===== config.mk =====
export PLATFORM = sky130hd
export DESIGN_NAME = lcd_frame_sequencer
export DESIGN_NICKNAME = d
export VERILOG_FILES = /design/src/rtl/lcd_pkg.sv /design/src/rtl/lcd_byte_writer.sv /design/src/rtl/lcd_frame_sequencer.sv
export SDC_FILE = /design/constraint.sdc
export NUM_CORES = 1
export LEC_CHECK = 0
export BUFFER_PORTS_ARGS = -buffer_cell sky130_fd_sc_hd__buf_2
export CAP_MARGIN = 25
export CORE_ASPECT_RATIO = 2
export CORE_MARGIN = 10
export CORE_UTILIZATION = 46
export DETAILED_ROUTE_END_ITERATION = 7
export GPL_TIMING_DRIVEN = 1
export PLACE_DENSITY = 0.68
export SLEW_MARGIN = 20
export SYNTH_ARGS = -nofsm -noshare
export SYNTH_HDL_FRONTEND = slang
export SYNTH_SLANG_ARGS = --single-unit

===== constraint.sdc =====
create_clock -name clk -period 6.8 [get_ports clk]
set_clock_uncertainty 0.05 [all_clocks]
set_input_delay 1.7 -clock clk [delete_from_list [all_inputs] [get_ports clk]]
set_output_delay 1.7 -clock clk [all_outputs]
set_load 0.02 [all_outputs]

===== src/rtl/lcd_pkg.sv =====
// Shared types and command constants for the 16x2 LCD frame sequencer.
package lcd_pkg;

   localparam int unsigned ROW_W  = 128;
   localparam int unsigned N_COLS = 16;
   localparam int unsigned N_INIT = 4;

   localparam logic [7:0] FUNC_SET = 8'h38;
   localparam logic [7:0] DISP_ON  = 8'h0C;
   localparam logic [7:0] ENTRY    = 8'h06;
   localparam logic [7:0] CLEAR    = 8'h01;
   localparam logic [7:0] ROW0     = 8'h80;
   localparam logic [7:0] ROW1     = 8'hC0;

   typedef enum logic [2:0] {
      PWR, INIT, IDLE, ADDR_TOP, CHR_TOP, ADDR_BOT, CHR_BOT
   } state_e;

   typedef enum logic [1:0] {
      PH_IDLE, PH_SETUP, PH_PULSE, PH_HOLD
   } phase_e;

   // Column 0 lives in the most significant byte of a row.
   function automatic logic [7:0] col_char(input logic [ROW_W-1:0] row, input logic [3:0] col);
      logic [ROW_W-1:0] sh;
      sh = row << {col, 3'b000};
      return sh[ROW_W-1 -: 8];
   endfunction

   function automatic logic [7:0] init_cmd(input logic [1:0] idx);
      case (idx)
         2'd0:    return FUNC_SET;
         2'd1:    return DISP_ON;
         2'd2:    return ENTRY;
         default: return CLEAR;
      endcase
   endfunction

endpackage


===== src/rtl/lcd_byte_writer.sv =====
// One HD44780 bus write: SETUP, enable PULSE, then HOLD (long hold after clear-display).
module lcd_byte_writer
   import lcd_pkg::*;
#(
   parameter int unsigned EN_CYCLES = 12,
   parameter int unsigned CMD_WAIT  = 600,
   parameter int unsigned CLR_WAIT  = 24000
) (
   input  logic       clk,
   input  logic       rst,
   input  logic       start,
   input  logic       rs,
   input  logic [7:0] data,
   output logic       ready,
   output logic       lcd_rs,
   output logic       lcd_en,
   output logic [7:0] lcd_data
);

   localparam int unsigned MAX_WAIT = (CLR_WAIT > CMD_WAIT) ? CLR_WAIT : CMD_WAIT;
   localparam int unsigned MAX_CNT  = (MAX_WAIT > EN_CYCLES) ? MAX_WAIT : EN_CYCLES;
   localparam int unsigned CNT_W    = $clog2(MAX_CNT + 1);

   phase_e           phase_q, phase_d;
   logic [CNT_W-1:0] cnt_q, cnt_d;
   logic             rs_q, rs_d;
   logic [7:0]       data_q, data_d;
   logic             clr_q, clr_d;
   logic             en_q, en_d;
   logic             ready_q, ready_d;

   always_ff @(posedge clk) begin
      if (rst) begin
         phase_q <= PH_IDLE;
         cnt_q   <= '0;
         rs_q    <= 1'b0;
         data_q  <= '0;
         clr_q   <= 1'b0;
         en_q    <= 1'b0;
         ready_q <= 1'b0;
      end else begin
         phase_q <= phase_d;
         cnt_q   <= cnt_d;
         rs_q    <= rs_d;
         data_q  <= data_d;
         clr_q   <= clr_d;
         en_q    <= en_d;
         ready_q <= ready_d;
      end
   end

   // A new byte may be accepted in the last HOLD cycle so writes run back to back.
   always_comb begin
      phase_d = phase_q;
      cnt_d   = cnt_q;
      rs_d    = rs_q;
      data_d  = data_q;
      clr_d   = clr_q;
      case (phase_q)
         PH_IDLE, PH_HOLD: begin
            if (phase_q == PH_HOLD && cnt_q != '0) begin
               cnt_d = cnt_q - CNT_W'(1);
            end else if (start) begin
               phase_d = PH_SETUP;
               rs_d    = rs;
               data_d  = data;
               clr_d   = !rs && (data == CLEAR);
            end else begin
               phase_d = PH_IDLE;
            end
         end
         PH_SETUP: begin
            phase_d = PH_PULSE;
            cnt_d   = CNT_W'(EN_CYCLES - 1);
         end
         PH_PULSE: begin
            if (cnt_q == '0) begin
               phase_d = PH_HOLD;
               cnt_d   = clr_q ? CNT_W'(CLR_WAIT - 1) : CNT_W'(CMD_WAIT - 1);
            end else begin
               cnt_d = cnt_q - CNT_W'(1);
            end
         end
         default: phase_d = PH_IDLE;
      endcase
      en_d    = (phase_d == PH_PULSE);
      ready_d = (phase_d == PH_IDLE) || (phase_d == PH_HOLD && cnt_d == '0);
   end

   assign ready    = ready_q;
   assign lcd_rs   = rs_q;
   assign lcd_en   = en_q;
   assign lcd_data = data_q;

endmodule


===== src/rtl/lcd_frame_sequencer.sv =====
// Runs LCD power-on init, then streams snapshotted top/bottom rows as 34-byte frames on request.
module lcd_frame_sequencer
   import lcd_pkg::*;
#(
   parameter int unsigned EN_CYCLES = 12,
   parameter int unsigned CMD_WAIT  = 600,
   parameter int unsigned CLR_WAIT  = 24000,
   parameter int unsigned PWR_WAIT  = 240000
) (
   input  logic             clk,
   input  logic             rst,
   input  logic [ROW_W-1:0] top,
   input  logic [ROW_W-1:0] bottom,
   input  logic             update_req,
   output logic             busy,
   output logic             done,
   output logic             init_done,
   output logic             lcd_rs,
   output logic             lcd_rw,
   output logic             lcd_en,
   output logic [7:0]       lcd_data
);

   localparam int unsigned PWR_W = $clog2(PWR_WAIT + 1);

   state_e           state_q, state_d;
   logic [PWR_W-1:0] pwr_cnt_q, pwr_cnt_d;
   logic [2:0]       init_idx_q, init_idx_d;
   logic [4:0]       col_q, col_d;
   logic [ROW_W-1:0] snap_top_q, snap_top_d;
   logic [ROW_W-1:0] snap_bot_q, snap_bot_d;
   logic             pending_q, pending_d;
   logic             busy_q, busy_d;
   logic             done_q, done_d;
   logic             init_done_q, init_done_d;
   logic             wr_start_c, wr_rs_c, wr_ready;
   logic [7:0]       wr_byte_c;

   always_ff @(posedge clk) begin
      if (rst) begin
         state_q     <= PWR;
         pwr_cnt_q   <= '0;
         init_idx_q  <= '0;
         col_q       <= '0;
         snap_top_q  <= '0;
         snap_bot_q  <= '0;
         pending_q   <= 1'b0;
         busy_q      <= 1'b0;
         done_q      <= 1'b0;
         init_done_q <= 1'b0;
      end else begin
         state_q     <= state_d;
         pwr_cnt_q   <= pwr_cnt_d;
         init_idx_q  <= init_idx_d;
         col_q       <= col_d;
         snap_top_q  <= snap_top_d;
         snap_bot_q  <= snap_bot_d;
         pending_q   <= pending_d;
         busy_q      <= busy_d;
         done_q      <= done_d;
         init_done_q <= init_done_d;
      end
   end

   // Bytes are issued whenever the writer is ready; the last byte of a frame is
   // retired (col == N_COLS) only once its HOLD completes.
   always_comb begin
      state_d     = state_q;
      pwr_cnt_d   = pwr_cnt_q;
      init_idx_d  = init_idx_q;
      col_d       = col_q;
      snap_top_d  = snap_top_q;
      snap_bot_d  = snap_bot_q;
      pending_d   = pending_q | (update_req && state_q != IDLE);
      busy_d      = busy_q;
      done_d      = 1'b0;
      init_done_d = init_done_q;
      wr_start_c  = 1'b0;
      wr_rs_c     = 1'b0;
      wr_byte_c   = '0;
      case (state_q)
         PWR: begin
            if (pwr_cnt_q == PWR_W'(PWR_WAIT - 1)) begin
               state_d    = INIT;
               init_idx_d = '0;
            end else begin
               pwr_cnt_d = pwr_cnt_q + PWR_W'(1);
            end
         end
         INIT: begin
            if (wr_ready) begin
               if (init_idx_q == 3'(N_INIT)) begin
                  state_d     = IDLE;
                  init_done_d = 1'b1;
               end else begin
                  wr_start_c = 1'b1;
                  wr_byte_c  = init_cmd(init_idx_q[1:0]);
                  init_idx_d = init_idx_q + 3'd1;
               end
            end
         end
         IDLE: begin
            if (pending_q || update_req) begin
               snap_top_d = top;
               snap_bot_d = bottom;
               pending_d  = 1'b0;
               busy_d     = 1'b1;
               state_d    = ADDR_TOP;
            end
         end
         ADDR_TOP: begin
            if (wr_ready) begin
               wr_start_c = 1'b1;
               wr_byte_c  = ROW0;
               col_d      = '0;
               state_d    = CHR_TOP;
            end
         end
         CHR_TOP: begin
            if (wr_ready) begin
               wr_start_c = 1'b1;
               wr_rs_c    = 1'b1;
               wr_byte_c  = col_char(snap_top_q, col_q[3:0]);
               col_d      = col_q + 5'd1;
               if (col_q == 5'(N_COLS - 1)) state_d = ADDR_BOT;
            end
         end
         ADDR_BOT: begin
            if (wr_ready) begin
               wr_start_c = 1'b1;
               wr_byte_c  = ROW1;
               col_d      = '0;
               state_d    = CHR_BOT;
            end
         end
         CHR_BOT: begin
            if (wr_ready) begin
               if (col_q == 5'(N_COLS)) begin
                  state_d = IDLE;
                  busy_d  = 1'b0;
                  done_d  = 1'b1;
               end else begin
                  wr_start_c = 1'b1;
                  wr_rs_c    = 1'b1;
                  wr_byte_c  = col_char(snap_bot_q, col_q[3:0]);
                  col_d      = col_q + 5'd1;
               end
            end
         end
         default: state_d = PWR;
      endcase
   end

   lcd_byte_writer #(
      .EN_CYCLES (EN_CYCLES),
      .CMD_WAIT  (CMD_WAIT),
      .CLR_WAIT  (CLR_WAIT)
   ) u_writer (
      .clk      (clk),
      .rst      (rst),
      .start    (wr_start_c),
      .rs       (wr_rs_c),
      .data     (wr_byte_c),
      .ready    (wr_ready),
      .lcd_rs   (lcd_rs),
      .lcd_en   (lcd_en),
      .lcd_data (lcd_data)
   );

   assign busy      = busy_q;
   assign done      = done_q;
   assign init_done = init_done_q;
   assign lcd_rw    = 1'b0;

endmodule


==> After elaboration in Yosys (flattened, before gate mapping) <==
Index checks and enable logic that the tools add are counted.
{ "word_totals": {"ff_bits": 318, "wordCells": 140, "in_bits": 259} }
{ "op_classes": {"shifts": 2, "add_sub_neg": 4, "reduce_logical": 29, "n_mux": 51, "eq_ne": 32, "n_bitwise": 5} }
{ "op_table": {"columns": ["op", "n"], "rows": [
  ["$shl A128 B7 Y128", 2],
  ["$mux W15", 3],
  ["$pmux W15 S3", 1],
  ["$mux W8", 5],
  ["$pmux W8 S5", 1],
  ["$mux W3", 13],
  ["$logic_not A15 Y1", 2],
  ["$pmux W3 S7", 1],
  ["$mux W5", 4],
  ["$add A18 B1 Y18 const B", 1],
  ["$eq A18 B18 Y1 const B", 1],
  ["$pmux W6 S3", 1],
  ["$pmux W5 S3", 1],
  ["$reduce_bool A15 Y1", 1],
  ["$sub A15 B1 Y15 const B", 1],
  ["$ne A2 B2 Y1 const B", 7],
  ["$eq A3 B3 Y1 const B", 4],
  ["$mux W1", 12],
  ["$mux W6", 2],
  ["$ne A2 B1 Y1 const B", 6],
  ["$eq A2 B2 Y1 const B", 5],
  ["$reduce_and A10 Y1", 1],
  ["$eq A8 B1 Y1 const B", 1],
  ["$reduce_and A4 Y1", 2],
  ["other kinds (27)", 45]
]} }

==> Depth between registers and ports, before layout <==
Gate-level depths: netlist of run 1.
{ "logic_depth": {"ltp_word": 10, "mapped_depth": 12} }

==> Cells and area by module <==
A second synthesis of run 1 with hierarchy kept.
{ "unflattened": {"hier_cells": 1725, "area_unflattened_um2": 14605.3} }
{ "by_module_without_submodules": {"columns": ["module", "area_each_um2", "n_inst", "cells_per_inst"], "rows": [
  ["lcd_frame_sequencer", 12764.7, 1, 1495],
  ["lcd_byte_writer", 1840.5, 1, 230]
]} }

==> Worst setup path after synthesis of run 1 <==
Ideal clock, no wire load.
{ "synth_path": {"path_type": "input -> register", "start": "in update_req", "end": "reg snap_top_q[20]", "cell_stages": 6, "setup_slack_ns": 3.841, "arrival_ns": 2.839, "setup_time_ns": 0.071, "cell_sequence": "nor2_1 -> nor3_1 -> clkbuf_1 -> clkbuf_1 -> nand2_1 -> a21oi_1"} }
{ "synth_via": {"elab_chain_len": 2} }
{ "synth_rtl": {"columns": ["element", "line", "text"], "rows": [
  ["from (decl)", "lcd_frame_sequencer.sv:14", "input logic update_req,"],
  ["$logic_or A1 B1 Y1", "lcd_frame_sequencer.sv:103", "if (pending_q || update_req) begin"],
  ["$reduce_and A2 Y1 (no source line)", null, null],
  ["to (signal assigned)", "lcd_frame_sequencer.sv:56", "snap_top_q <= snap_top_d;"],
  ["to (decl)", "lcd_frame_sequencer.sv:30", "logic [ROW_W-1:0] snap_top_q, snap_top_d;"]
]} }
No other way between the ends.
A chain may end at the register's enable or synchronous reset.

==> Worst setup path after layout of run 1 <==
{ "layout_path": {"start": "reg col_q[0]", "end": "reg u_writer.clr_q"} }
{ "layout_via": {"elab_chain_len": 6, "elab_cells_between_ends": 15} }
{ "layout_rtl": {"columns": ["element", "line", "text"], "rows": [
  ["from (decl)", "lcd_frame_sequencer.sv:29", "logic [4:0] col_q, col_d;"],
  ["from (signal assigned)", "lcd_frame_sequencer.sv:55", "col_q <= col_d;"],
  ["$shl A128 B7 Y128 or $eq A5 B5 Y1 (tied branches)", "lcd_pkg.sv:26, lcd_frame_sequencer.sv:138", null],
  ["$mux W8 or $mux W1 (tied branches)", "lcd_frame_sequencer.sv:138", "if (col_q == 5'(N_COLS)) begin"],
  ["$mux W8 or $mux W1 (tied branches)", "lcd_frame_sequencer.sv:137", "if (wr_ready) begin"],
  ["$pmux W8 S5 or $pmux W1 S2 (tied branches)", "lcd_frame_sequencer.sv:81", "case (state_q)"],
  ["$eq A8 B1 Y1 or $logic_not A1 Y1 (tied branches)", "lcd_byte_writer.sv:67", "clr_d = !rs && (data == CLEAR);"],
  ["$logic_and A1 B1 Y1", "lcd_byte_writer.sv:67", null],
  ["to (signal assigned)", "lcd_byte_writer.sv:46", "clr_q <= clr_d;"],
  ["to (decl)", "lcd_byte_writer.sv:28", "logic clr_q, clr_d;"]
]} }
Parallel ways exist; a longest one is shown, timed or not.

==> results of run 1 <==
==> flip-flops by register name (all words and copies together), names as in the netlist <==
signal	count
busy	1
col_q	5
done	1
init_done	1
init_idx_q	3
pending_q	1
pwr_cnt_q	18
snap_bot_q	128
snap_top_q	128
state_q	3
u_writer.clr_q	1
u_writer.cnt_q	15
u_writer.lcd_data	8
u_writer.lcd_en	1
u_writer.lcd_rs	1
u_writer.phase_q	2
u_writer.ready	1
==> kinds of logic after synthesis <==
family / count (synthesis) / synth area share (%)
and+or+nand+nor: 753 / 22.1
buffers and inverters: 151 / 4.29
adders and majority gates: 15 / 1.31
xor gates and xnor gates: 17 / 1.04
muxes: 88 / 11.7
DFF: 318 / 44.5
other: 1 / 0.0262
AOI/OAI and AO/OA: 383 / 15.1
==> cell type report <==
type	instances	area (µm²)	share of cell area, %
clock buffers	42	825	4.96
inverters	20	75.1	0.452
flip-flops and latches	318	6370	38.4
repair buffers	281	1470	8.83
diodes	1	2.50	0.0151
clock inverters	6	62.6	0.377
multi-input cells	1257	7340	44.2
well taps	372	465	2.80
==> Yosys cell counts (7+ instances only) <==
cell type / instances
a211oi_1: 17
a21oi_1: 287
a31oi_1: 10
and2_1: 11
buf_1: 9
buf_2: 11
clkbuf_1: 104
dfxtp_1: 318
ha_1: 15
inv_1: 18
mux2i_1: 22
mux4_2: 63
nand2_1: 559
nand3_1: 16
nand4_1: 11
nor2_1: 78
nor3_1: 15
nor4_1: 7
o21ai_0: 20
or3_1: 11
xnor2_1: 7
xor2_1: 10
==> worst max path at each step <==
stage / endpoint / start / cells past startpoint / slack [ns]
floorplan: snap_top_q[20] / update_req / 6 / 3.84
global placement: u_writer.clr_q / rst / 4 / 2.93
detailed placement: u_writer.clr_q / rst / 4 / 2.93
CTS: u_writer.clr_q / col_q[0] / 6 / 3.35
global route: u_writer.clr_q / col_q[0] / 9 / 2.99
finish: u_writer.clr_q / col_q[0] / 6 / 3.37
==> critical path, cell delays in order, from the launching register on <==
cell,delay (ns)
dfxtp_4,0.69
buf_4,0.64
mux4_2,0.65
mux4_2,0.49
a221oi_1,0.42
nand3_1,0.13
o32ai_1,0.23
==> routing by layer <==
metal | wire (µm) | vias to the layer above | track usage [%]
met5 | 0 | - | 0
met4 | 2670 | 0 | 13.0
met3 | 1870 | 117 | 2.83
met2 | 24900 | 375 | 41.7
met1 | 16200 | 6111 | 24.1
li1 | - | 6271 | -
==> power by group through the flow <==
stage | Clock [mW] | Combinational (mW) | Sequential, mW
finish | 1.57 | 0.912 | 2.08
global route | 1.66 | 1.01 | 2.09
CTS | 1.60 | 0.910 | 2.07
detailed placement | 0 | 0.908 | 2.11
global placement | 0 | 0.903 | 2.11
floorplan | 0 | 0.639 | 2.09
==> qor.txt, run 1 <==
ys async rst share: 0%
Post-DRT Antenna Nets: 0
clock tree buffer depth: 3
Setup TNS: 0 ns
sequential-to-total area share from yosys stat: 44.5%
Slew HR: 24.0%
placed cell areas: 15700 µm²
Synth Net Count: 2000
clock power share: 34.4%
Syn Area/Cell: 8.29 µm²
Tightest Pin Transition: 1.14 ns
CTS tree: built
synth unique cells: 71
Seq pwr share: 45.5%
Worst R2R Start: col_q[0]
CP endpoint kind: register
layout cells sized above 1: 21.4%
Worst-Skew Late Latency: 0.56 ns
Final Max Tran Viols: 0
crit path launch type: register
worst hold start: snap_bot_q[94]
Comb power frac: 20.0%
CTS Buf Count: 28
HP Class: register to register
top-area cell type share of the netlist area: 44.5%
Hold Crit Depth: 2
initial antenna violation count: 1
critical setup path kind: register to register
clock-pin slew on the worst setup and hold paths: 0.07 ns
Tcrit/Tclk final: 50.5%
synth-to-layout area growth: 16.1%
# nets final: 2180
CP required: 7.22 ns
Final Non-Filler Cells: 2297
Post-Layout Inst Area: 16600 µm²
top_reg_cell synth: dfxtp_1
Worst Hold End: snap_bot_q[94]
Via-to-Cell Ratio: 5.60
RR Endpoint: u_writer.clr_q
Max Clock Freq: 291 MHz
Sw Ratio: 29.9%
Initial Util: 46.5%
Core ar.: 30700 µm²
most common cell after layout, fill and taps aside: nand2_1
largest net degree at the start of global routing: 257
Hold Slack: 0.400 ns
vias after detailed routing: 12.9k
GP Congestion: 0.933
Site Rows: 91
YS warnings: 0
Post-Synthesis Cells: 1726
Iter 0 DRT Violations: 934
Boundary Pins: 273
P_int: 3.19 mW
cts hold-fix bufs: 0
Setup Fix Bufs, Post-CTS: 0
Post-route DRC: 0
top post-synthesis cells by area: dfxtp_1 45%, nand2_1 15%, a21oi_1 10%
height of the die: 269 µm
pwr dens: 274 nW/µm²
Tot GR Track Use: 22.9%
H-tree levels: 1
placed cells: 2248
CTS root buf: clkbuf_16
global-route wire length before repair: 70.3 mm
flops & latches, synth: 318
Hold Fails Final Rpt: 0
cell accounting for the most synthesized area: dfxtp_1
commonest non-fill, non-tap cells in the layout: 559 x nand2_1, 315 x dfxtp_1, 287 x a21oi_1
die width: 145 µm
crit-path max FO: 37
Max rail drop VDD: 0.209 mV
Final Core Density: 54.0%
maxcap violations: 0
internal reg-to-reg setup slack: 3.37 ns
RSZ-0062 raised after global routing: false
Worst EP arrival: 3.85 ns
IO buf count: 271
# resized after CTS: 0
Setup-failing EPs final: 0
Net Sw Power: 1.36 mW
WL/cell: 19.9 µm
clk sinks: 318
aggregate routed wire length: 45.7 mm
Pleak: 5.98 nW
iteration count of the initial detailed-routing pass: 5
Final Critical Period: 3.43 ns
die area: 39000 µm²
status: complete, no violations
DP Wirelength: 33.6 mm
Final WS setup: 3.37 ns
vias in the first global route: 13.2k
pre-CTS setup slack: 2.93 ns
total power: 4.56 mW
EDFF count, synth: 0
Synth Cell Area: 14300 µm²
grt total ovfl: 0
Fillers: 2949
r2r worst-path depth: 6
Note: power is estimated with default switching activity, not from simulation.
==> run 2: changes to the inputs <==
==> constraint.sdc (replaced) <==
create_clock -name clk -period 3.55 [get_ports clk]
set_clock_uncertainty 0.05 [all_clocks]
set_input_delay 0.8875 -clock clk [delete_from_list [all_inputs] [get_ports clk]]
set_output_delay 0.8875 -clock clk [all_outputs]
set_load 0.02 [all_outputs]
==> run 2 against run 1 <==
Against the previous run:
- first-iteration DRC count shrank 3.3%
- final cell count grew 0.83%
- routed wire length grew 5.1%
- largest power group unchanged
- total power grew 98%
- combinational power grew 100%
==> qor.txt, run 2 (same netlist as run 1, synthesis figures left out) <==
status: complete, no violations
P_int: 6.28 mW (+97%)
initial antenna violation count: 2 (+1)
layout cells sized above 1: 22.3% (+0.92 points)
Sw Ratio: 30.2% (+0.27 points)
# nets final: 2197 (+0.78%)
synth-to-layout area growth: 17.9%
RSZ-0062 raised after global routing: false
iteration count of the initial detailed-routing pass: 5 (unchanged)
Via-to-Cell Ratio: 5.67 (+1.2%)
clk sinks: 318 (unchanged)
Slew HR: 37.6% (+14 points)
CTS Buf Count: 28 (unchanged)
Pleak: 6.11 nW (+2.2%)
Initial Util: 46.5% (unchanged)
Tightest Pin Transition: 0.936 ns (-0.204 ns)
maxcap violations: 0 (unchanged)
IO buf count: 271 (unchanged)
CTS tree: built
Post-Layout Inst Area: 16900 µm² (+1.5%)
Worst R2R Start: col_q[0]
vias in the first global route: 13.5k (+2.0%)
Max Clock Freq: 324 MHz (+11%)
worst hold start: snap_top_q[70]
aggregate routed wire length: 48.0 mm (+5.1%)
Site Rows: 91 (unchanged)
critical setup path kind: register to register
placed cells: 2265 (+0.76%)
Comb power frac: 20.7% (+0.7 points)
Worst-Skew Late Latency: 0.56 ns (about the same)
vias after detailed routing: 13.1k (+2.1%)
total power: 9.00 mW (+98%)
Post-route DRC: 0 (unchanged)
Hold Fails Final Rpt: 0 (unchanged)
crit-path max FO: 28 (-24%)
Fillers: 2873 (-2.6%)
height of the die: 269 µm (unchanged)
GP Congestion: 0.952 (+2.1%)
Tot GR Track Use: 23.8% (+0.92 points)
most common cell after layout, fill and taps aside: nand2_1
Iter 0 DRT Violations: 903 (-3.3%)
commonest non-fill, non-tap cells in the layout: 559 x nand2_1, 315 x dfxtp_1, 287 x a21oi_1
Setup-failing EPs final: 0 (unchanged)
WL/cell: 20.7 µm (+4.2%)
Tcrit/Tclk final: 86.8% (+36 points)
clock power share: 35.1% (+0.7 points)
Max rail drop VDD: 0.406 mV (+95%)
H-tree levels: 1 (unchanged)
Boundary Pins: 273 (unchanged)
global-route wire length before repair: 72.8 mm (+3.6%)
Worst EP arrival: 3.49 ns (-0.36 ns)
placed cell areas: 15900 µm² (+1.2%)
Final Critical Period: 3.08 ns (-0.351 ns)
clock-pin slew on the worst setup and hold paths: 0.07 ns (about the same)
HP Class: register to register
DP Wirelength: 36.4 mm (+8.4%)
CTS root buf: clkbuf_16
pwr dens: 534 nW/µm² (+95%)
die area: 39000 µm² (unchanged)
largest net degree at the start of global routing: 172 (-33%)
die width: 145 µm (unchanged)
Seq pwr share: 44.2% (-1.3 points)
Final Non-Filler Cells: 2316 (+0.83%)
CP endpoint kind: register
Regs by FF count: snap_bot_q (128), snap_top_q (128), pwr_cnt_q (18)
Setup Fix Bufs, Post-CTS: 0 (unchanged)
Post-DRT Antenna Nets: 0 (unchanged)
Final Max Tran Viols: 0 (unchanged)
grt total ovfl: 0 (unchanged)
Worst Setup SP: col_q[0]
Net Sw Power: 2.72 mW (+99%)
cts hold-fix bufs: 0 (unchanged)
CP required: 3.96 ns (-3.26 ns)
# resized after CTS: 0 (unchanged)
Setup TNS: 0 ns (unchanged)
clock tree buffer depth: 3 (unchanged)
crit path launch type: register
Core ar.: 30700 µm² (unchanged)
==> run 2: worst max-delay path: stages (launching register included) <==
cell and delay (ns):
dfxtp_4 0.65, mux4_2 0.57, o31ai_1 0.50, a211oi_1 0.13
a2111oi_0 0.67, nand3_1 0.17, o32ai_1 0.24
==> run 2: per-stage QoR <==
stage	util [%]	hold slack, ns	setup WS [ns]
final	54.9	0.404	0.468
after CTS	54.9	0.405	0.674
after detailed placement	51.8	0.396	0.696
after floorplan	-	0.382	0.604
after global routing	54.9	0.423	0.355
after global placement	51.8	0.390	0.620
==> run 2: worst paths after layout <==
check	slack, ns	endpoint	cells after the start
hold / removal	0.40	snap_top_q[70]	2
hold reg to reg	0.40	snap_top_q[70]	2
setup / recovery	0.47	u_writer.clr_q	6
setup reg to reg	0.47	u_writer.clr_q	6
==> run 2: area by class of cell <==
cell class	instances	area (µm²)	share of cell area, %
well taps	372	465	2.76
inverters	20	75.1	0.445
clock buffers	42	877	5.20
diodes	1	2.50	0.0148
flip-flops and latches	318	6370	37.8
multi-input cells	1257	7340	43.5
repair buffers	298	1660	9.82
clock inverters	8	73.8	0.438
==> run 2: power by group through the flow <==
stage / clock [mW] / sequential [mW] / combinational (mW)
CTS: 3.19 / 3.98 / 1.84
global placement: 0 / 4.05 / 1.80
floorplan: 0 / 4.00 / 1.22
finish: 3.16 / 3.98 / 1.86
global route: 3.32 / 4.00 / 2.03
detailed placement: 0 / 4.06 / 1.83
==> run 2: layer usage <==
metal  share of wire, %  up-vias  global-route usage, %
met1                 34     6264                   23.3
met3                4.6      145                   3.36
met2                 55      421                   44.4
met5                  0        -                      0
met4                6.6        0                   15.2
li1                   -     6309                      -
